[src/rtl/uart_tx_arbiter.sv]
// uart_tx_arbiter: round-robin arbitration of two word requesters onto a
// byte-wide UART sender, sending the low (len+1) bytes MSB-first.
module uart_tx_arbiter (
    input  logic        CLK,
    input  logic        reset,
    input  logic        req0,
    input  logic [31:0] data0,
    input  logic [1:0]  len0,
    output logic        ack0,
    input  logic        req1,
    input  logic [31:0] data1,
    input  logic [1:0]  len1,
    output logic        ack1,
    input  logic        sender_ready,
    output logic [7:0]  output_data,
    output logic        valid,
    output logic        busy,
    output logic        grant
);
    typedef enum logic {IDLE, SEND} state_t;

    state_t      state_q, state_d;
    logic        ptr_q, ptr_d;
    logic [1:0]  cnt_q, cnt_d;
    logic [31:0] word_q, word_d;
    logic [7:0]  data_q, data_d;
    logic        valid_q, valid_d;
    logic        ack0_q, ack0_d;
    logic        ack1_q, ack1_d;
    logic        grant_q, grant_d;

    logic        any_req;
    logic        winner;
    logic [31:0] sel_word;
    logic [1:0]  sel_idx;
    logic [7:0]  sel_byte;

    always_ff @(posedge CLK) begin
        if (reset) begin
            state_q <= IDLE;
            ptr_q   <= 1'b0;
            cnt_q   <= 2'd0;
            word_q  <= 32'd0;
            data_q  <= 8'h00;
            valid_q <= 1'b0;
            ack0_q  <= 1'b0;
            ack1_q  <= 1'b0;
            grant_q <= 1'b0;
        end else begin
            state_q <= state_d;
            ptr_q   <= ptr_d;
            cnt_q   <= cnt_d;
            word_q  <= word_d;
            data_q  <= data_d;
            valid_q <= valid_d;
            ack0_q  <= ack0_d;
            ack1_q  <= ack1_d;
            grant_q <= grant_d;
        end
    end

    // On contention the pointer decides; a lone request wins outright.
    assign any_req  = req0 | req1;
    assign winner   = (req0 & req1) ? ptr_q : req1;
    assign sel_word = (state_q == IDLE) ? (winner ? data1 : data0) : word_q;
    assign sel_idx  = (state_q == IDLE) ? (winner ? len1 : len0) : 2'(cnt_q - 2'd1);
    assign sel_byte = sel_word[{sel_idx, 3'b000} +: 8];

    always_comb begin
        state_d = state_q;
        ptr_d   = ptr_q;
        cnt_d   = cnt_q;
        word_d  = word_q;
        data_d  = data_q;
        valid_d = valid_q;
        ack0_d  = 1'b0;
        ack1_d  = 1'b0;
        grant_d = grant_q;
        if (state_q == IDLE) begin
            if (any_req) begin
                state_d = SEND;
                ptr_d   = ~winner;
                cnt_d   = sel_idx;
                word_d  = sel_word;
                data_d  = sel_byte;
                valid_d = 1'b1;
                ack0_d  = ~winner;
                ack1_d  = winner;
                grant_d = winner;
            end
        end else if (sender_ready) begin
            if (cnt_q == 2'd0) begin
                state_d = IDLE;
                valid_d = 1'b0;
            end else begin
                cnt_d  = 2'(cnt_q - 2'd1);
                data_d = sel_byte;
            end
        end
    end

    assign ack0        = ack0_q;
    assign ack1        = ack1_q;
    assign output_data = data_q;
    assign valid       = valid_q;
    assign busy        = (state_q == SEND);
    assign grant       = grant_q;
endmodule

[config.mk]
export PLATFORM = sky130hd
export DESIGN_NAME = uart_tx_arbiter
export DESIGN_NICKNAME = d
export VERILOG_FILES = /design/src/rtl/uart_tx_arbiter.sv
export SDC_FILE = /design/constraint.sdc
export NUM_CORES = 1
export LEC_CHECK = 0
export CORE_ASPECT_RATIO = 1.4
export CORE_MARGIN = 4
export CORE_UTILIZATION = 40
export CTS_CLUSTER_SIZE = 25
export DETAILED_ROUTE_END_ITERATION = 10
export PLACE_DENSITY_LB_ADDON = 0.05
export SLEW_MARGIN = 20
export SYNTH_ARGS = -nofsm -noshare
export SYNTH_HDL_FRONTEND = slang
export SYNTH_SLANG_ARGS = --single-unit
[constraint.sdc]
create_clock -name CLK -period 1.85 [get_ports CLK]
set_input_delay 0.2775 -clock CLK [delete_from_list [all_inputs] [get_ports CLK]]
set_output_delay 0.2775 -clock CLK [all_outputs]
set_load 0.02 [all_outputs]
======== Word-level counts from Yosys, hierarchy flattened ========
Cells that the tools add are included.
cells by class
  multiplexer cells ....................... 21
  add/subtract/negate cells ............... 1
  bitwise logic cells ..................... 5
  shifts and indexed selects .............. 1
  reductions and logical operators ........ 6
  equal/unequal tests ..................... 3
operators with widths
  cell                                               number
  two-way mux 32 bit                                 2
  two-way mux 8 bit                                  4
  indexed part select 32 x 6 -> 8 bit                1
  two-way mux 2 bit                                  6
  two-way mux 1 bit                                  9
  AND reduction 3 bit                                2
  != test 2 bit (second input constant)              2
  NOT 1 bit                                          3
  OR reduction 3 bit                                 1
  logical NOT 2 bit                                  1
  != test 2 x 1 -> 1 bit (second input constant)     1
  AND reduction 2 bit                                1
  nonzero test 2 bit                                 1
  subtractor 2 x 1 -> 2 bit (second input constant)  1
  bitwise AND 1 bit                                  1
  OR 1 bit                                           1
word-level totals
  register bits ........................... 48
  word-level logic and storage cells ...... 46
  input bits .............................. 73

======== Depth between registers and ports, before layout ========
  depth in word-level cells ............... 8
  gate-level depth with buffers ........... 9

======== Least setup slack after synthesis ========
OpenSTA, ideal clock, no wires.
  kind .................................... register to register
  start point ............................. reg state_q (netlist: busy)
  end point ............................... reg data_q[3] (netlist: output_data[3])
  setup time .............................. 74 ps
  path buffers ............................ 1
  cell stages (with the launch flop) ...... 7
  arrival time ............................ 1641 ps
  clock period less this slack ............ 1715 ps
  slack ................................... 135 ps
  path through ............................ dfxtp_1 > buf_2 > clkinv_1 > nor4_1 > a22o_1 > a21oi_1 > o21ai_0
on the way
  cells in the longest elaborated chain, start to end .. 5
  elaborated cells between the ends (all ways) .. 11
  those cells by class .................... eq/ne: 2; shift: 1; mux: 6; reduce/logical: 2
RTL lines
  item                                                            line    RTL
  start, declared                                                 22      state_t state_q, state_d;
  start signal, assigned                                          50      state_q <= state_d;
  two-way mux 32 bit / two-way mux 2 bit (equally long branches)  65, 66
  indexed part select 32 x 6 -> 8 bit                             67      assign sel_byte = sel_word[{sel_idx, 3'b000} +: 8];
  two-way mux 8 bit                                               92      if (cnt_q == 2'd0) begin
  two-way mux 8 bit                                               91      end else if (sender_ready) begin
  two-way mux 8 bit                                               79      if (state_q == IDLE) begin
  end signal, assigned                                            54      data_q <= data_d;
  end, declared                                                   26      logic [7:0] data_q, data_d;
Several ways; a longest one is shown, not always the timed one. The select of a mux whose other input is x is not followed.
A chain may end at the register's enable or synchronous reset.

======== Final worst setup path ========
  start point ............................. reg ptr_q
  end point ............................... reg data_q[2] (netlist: output_data[2])
on the way
  cells in the longest elaborated chain, start to end .. 7
  elaborated cells between the ends (all ways) .. 10
  those cells by class .................... shift: 1; mux: 9
RTL lines
  item                                                                         line    RTL
  start, declared                                                              23      logic ptr_q, ptr_d;
  start signal, assigned                                                       51      ptr_q <= ptr_d;
  two-way mux 1 bit (*)                                                        64      assign winner = (req0 & req1) ? ptr_q : req1;
  two-way mux 32 bit / two-way mux 2 bit (equally long branches) (2 in a row)  65, 66
  indexed part select 32 x 6 -> 8 bit (*)                                      67
  two-way mux 8 bit                                                            92
  two-way mux 8 bit                                                            91
  two-way mux 8 bit (*)                                                        79
Every way passes the cells marked *; elsewhere a longest branch is shown, timed or not. The select of a mux whose other input is x is not followed.

==> flow_summary.ini <==
[critical_path]
crit_arrival_ns = 1.98
crit_path_end_kind = register
worst_setup_path_start_kind = register
required_ns = 2.05
crit_type = register to register
reg2reg_depth = 8
cp_max_fo = 4

[layout]
nNetsFinal = 521
final_layout_size_suffix_gt1_share_pct = 22.8
layoutNonFillerInstCount = 522
num_antenna_cells = 0
multi_input_area_sq_um = 1730
final_common_cell = clkdlybuf4s50_1
design_area_sq_um = 4280
num-fill-cells = 595
register_area_sq_um = 962
layout_common_cells = clkdlybuf4s50_1 (82), buf_4 (48), dfxtp_1 (47)
area_delta_synth_final_pct = 58.5

[clock_tree]
postCtsHoldBufs = 0
cts_sinks = 48
htree_levels = 2
clock_latency_ns = 0.30
cts-root-buf = clkbuf_8
clockBufferDepth = 2
cts_tree = built
cts_buffers = 5
clk_pin_slew_worst_paths_ns = 0.10

[placed_design]
io_buffers = 85
hpwl_microns = 6440
dpl_cell_area_sq_um = 4000
post-place-cells = 509
place.gp.congestion = 0.927

[routing]
via_per_inst = 5.39
drc_errors = 0
drtIter0Drc = 77
drt-pass1-iter-count = 4
wirelength_microns = 8640
wl_per_cell_microns = 16.5
ant_nets = 0
routed-via-count = 2815

[synth]
async_flop_share_pct = 0
synth.area.top_cells = dfxtp_1 (36%), mux2i_1 (14%), a211oi_1 (6.9%)
yosysSeqAreaShare_pct = 35.6
ys_seq_elements = 48
syn_area_sq_um = 2700
avgSynthCellArea_sq_um = 8.42
yosysTopAreaCell = dfxtp_1
synth.distinct_cells = 49
synth_nets = 395
syn_inst = 321
ys.flop_type = dfxtp_1
synth_edf_count = 0
synth_warnings = 0
synth_top_area_share_pct = 35.6

[global_route]
met1_usage_pct = 22.9
grt_usage_pct = 20.6
grt_max_degree = 40
grt_pass1_vias = 2817
grt_overflow = 0
antenna_found_initial = 0
grt_first_pass_wirelength_microns = 13500
grt_most_used_layer = met2
use_met2_pct = 38.4
gr-usage-met3_pct = 4.19

[job]
max-cap-violations = 0

[sta]
fin_worst_skew_ns = 0.0123
worst_pin_slew_ns = 0.281
fin_crit_sh_pct = 96.6
rsz0062_at_grt = true
finalSetupViolCount = 0
slew_violations = 0
period_minus_slack_ns = 1.79
holdWs_ns = 0.467
fmax_mhz = 560
hold_viol_final = 0
relSlewSlack_pct = 81.1

[floorplan]
start_util_pct = 41.1
coreArea_sq_um = 6570
die_w_microns = 77.5
num_rows = 35
die_y_microns = 105
dieArea_sq_um = 8150
io_pins = 86

[worst_hold_path]
holdPathStages = 2
holdCritPathClass = register to register

[power_and_ir_drop]
irDropWorstVdd_mv = 0.462
p_leak_nw = 1.83
powerDensity_nw_per_um2 = 726

[run_status]
status = finished clean
[cells in the mapped netlist, drive strengths merged (2+ instances only)]
cell type and number:
a211oi 25, a21oi 17, a22o 4, a22oi 3, a311oi 5, a31oi 4
and3 4, buf 14, clkbuf 10, dfxtp 48, inv 7, mux2 9
mux2i 37, nand2 28, nand2b 2, nand3 4, nand3b 3, nand4 4
nor2 46, nor3 11, nor4 2, o21ai 15
[metrics by stage]
step / setup slack, ns / setup TNS, ns / util (%) / total power [mW]
global route: -0.0334 / -0.0334 / 65.2 / 3.28
finish: 0.0637 / 0 / 65.2 / 3.11
detailed placement: -0.391 / -4.76 / 60.9 / 2.39
floorplan: 0.135 / 0 / - / 1.83
CTS: -0.0157 / -0.0157 / 63.0 / 3.07
global placement: -0.352 / -4.06 / 60.9 / 2.38
[where the power goes]
group | switching (mW) | internal (mW) | total, mW
sequential | 0.0683 | 1.16 | 1.22
clock | 0.359 | 0.299 | 0.659
combinational | 0.573 | 0.653 | 1.23
total | 1.00 | 2.11 | 3.11
[cell type report]
| type | count | share of cell area [%] |
|---|---|---|
| Clock buffer | 6 | 1.93 |
| Clock inverter | 2 | 0.234 |
| Inverter | 8 | 0.701 |
| Multi-Input combinational cell | 241 | 40.3 |
| Sequential cell | 48 | 22.5 |
| Tap cell | 74 | 2.16 |
| Timing Repair Buffer | 143 | 32.2 |
[sequential cells by signal, summed over array words and instances, names as in the netlist]
name         flops
ack0             1
ack1             1
busy             1
cnt_q            2
grant            1
output_data      8
ptr_q            1
valid            1
word_q          32
[critical path, stage by stage (launching register included)]
cell	delay, ns
dfxtp_2	0.33
buf_4	0.14
and2b_2	0.27
nor2_4	0.06
o21ai_4	0.19
nand2_2	0.11
buf_6	0.13
a211o_1	0.21
a31o_2	0.23
[repair_timing]
| action | CTS | global route |
|---|---|---|
| cloned | 0 | 0 |
| hold endpoints to repair | 0 | 0 |
| endpoints found under the setup margin | 5 | 9 |
| gates resized for setup | 8 | 35 |
| pin swaps | 1 | 10 |
| buffers inserted | 2 | 4 |
[final timing paths]
check                  start             end  slack (ns)
setup / recovery       ptr_q  output_data[2]        0.06
hold / removal    word_q[18]      word_q[18]        0.47
setup reg to reg       ptr_q  output_data[2]        0.06
hold reg to reg   word_q[18]      word_q[18]        0.47
[kinds of logic (layout without fill, tap and decap cells)]
logic type | count (synthesis) | after routing | synth area share [%]
AOI/OAI and AO/OA | 87 | 87 | 22.9
adders and majority gates | 1 | 1 | 0.463
buffers and inverters | 32 | 159 | 5.32
DFF | 48 | 48 | 35.6
muxes | 46 | 46 | 17.5
and+or+nand+nor | 107 | 107 | 18.3
[metal layers]
layer,up-vias,routed length [microns]
met4,0,89
met5,-,0
li1,1436,-
met1,1313,3540
met2,59,4710
met3,7,300
Power figures use the tool's default switching activity.
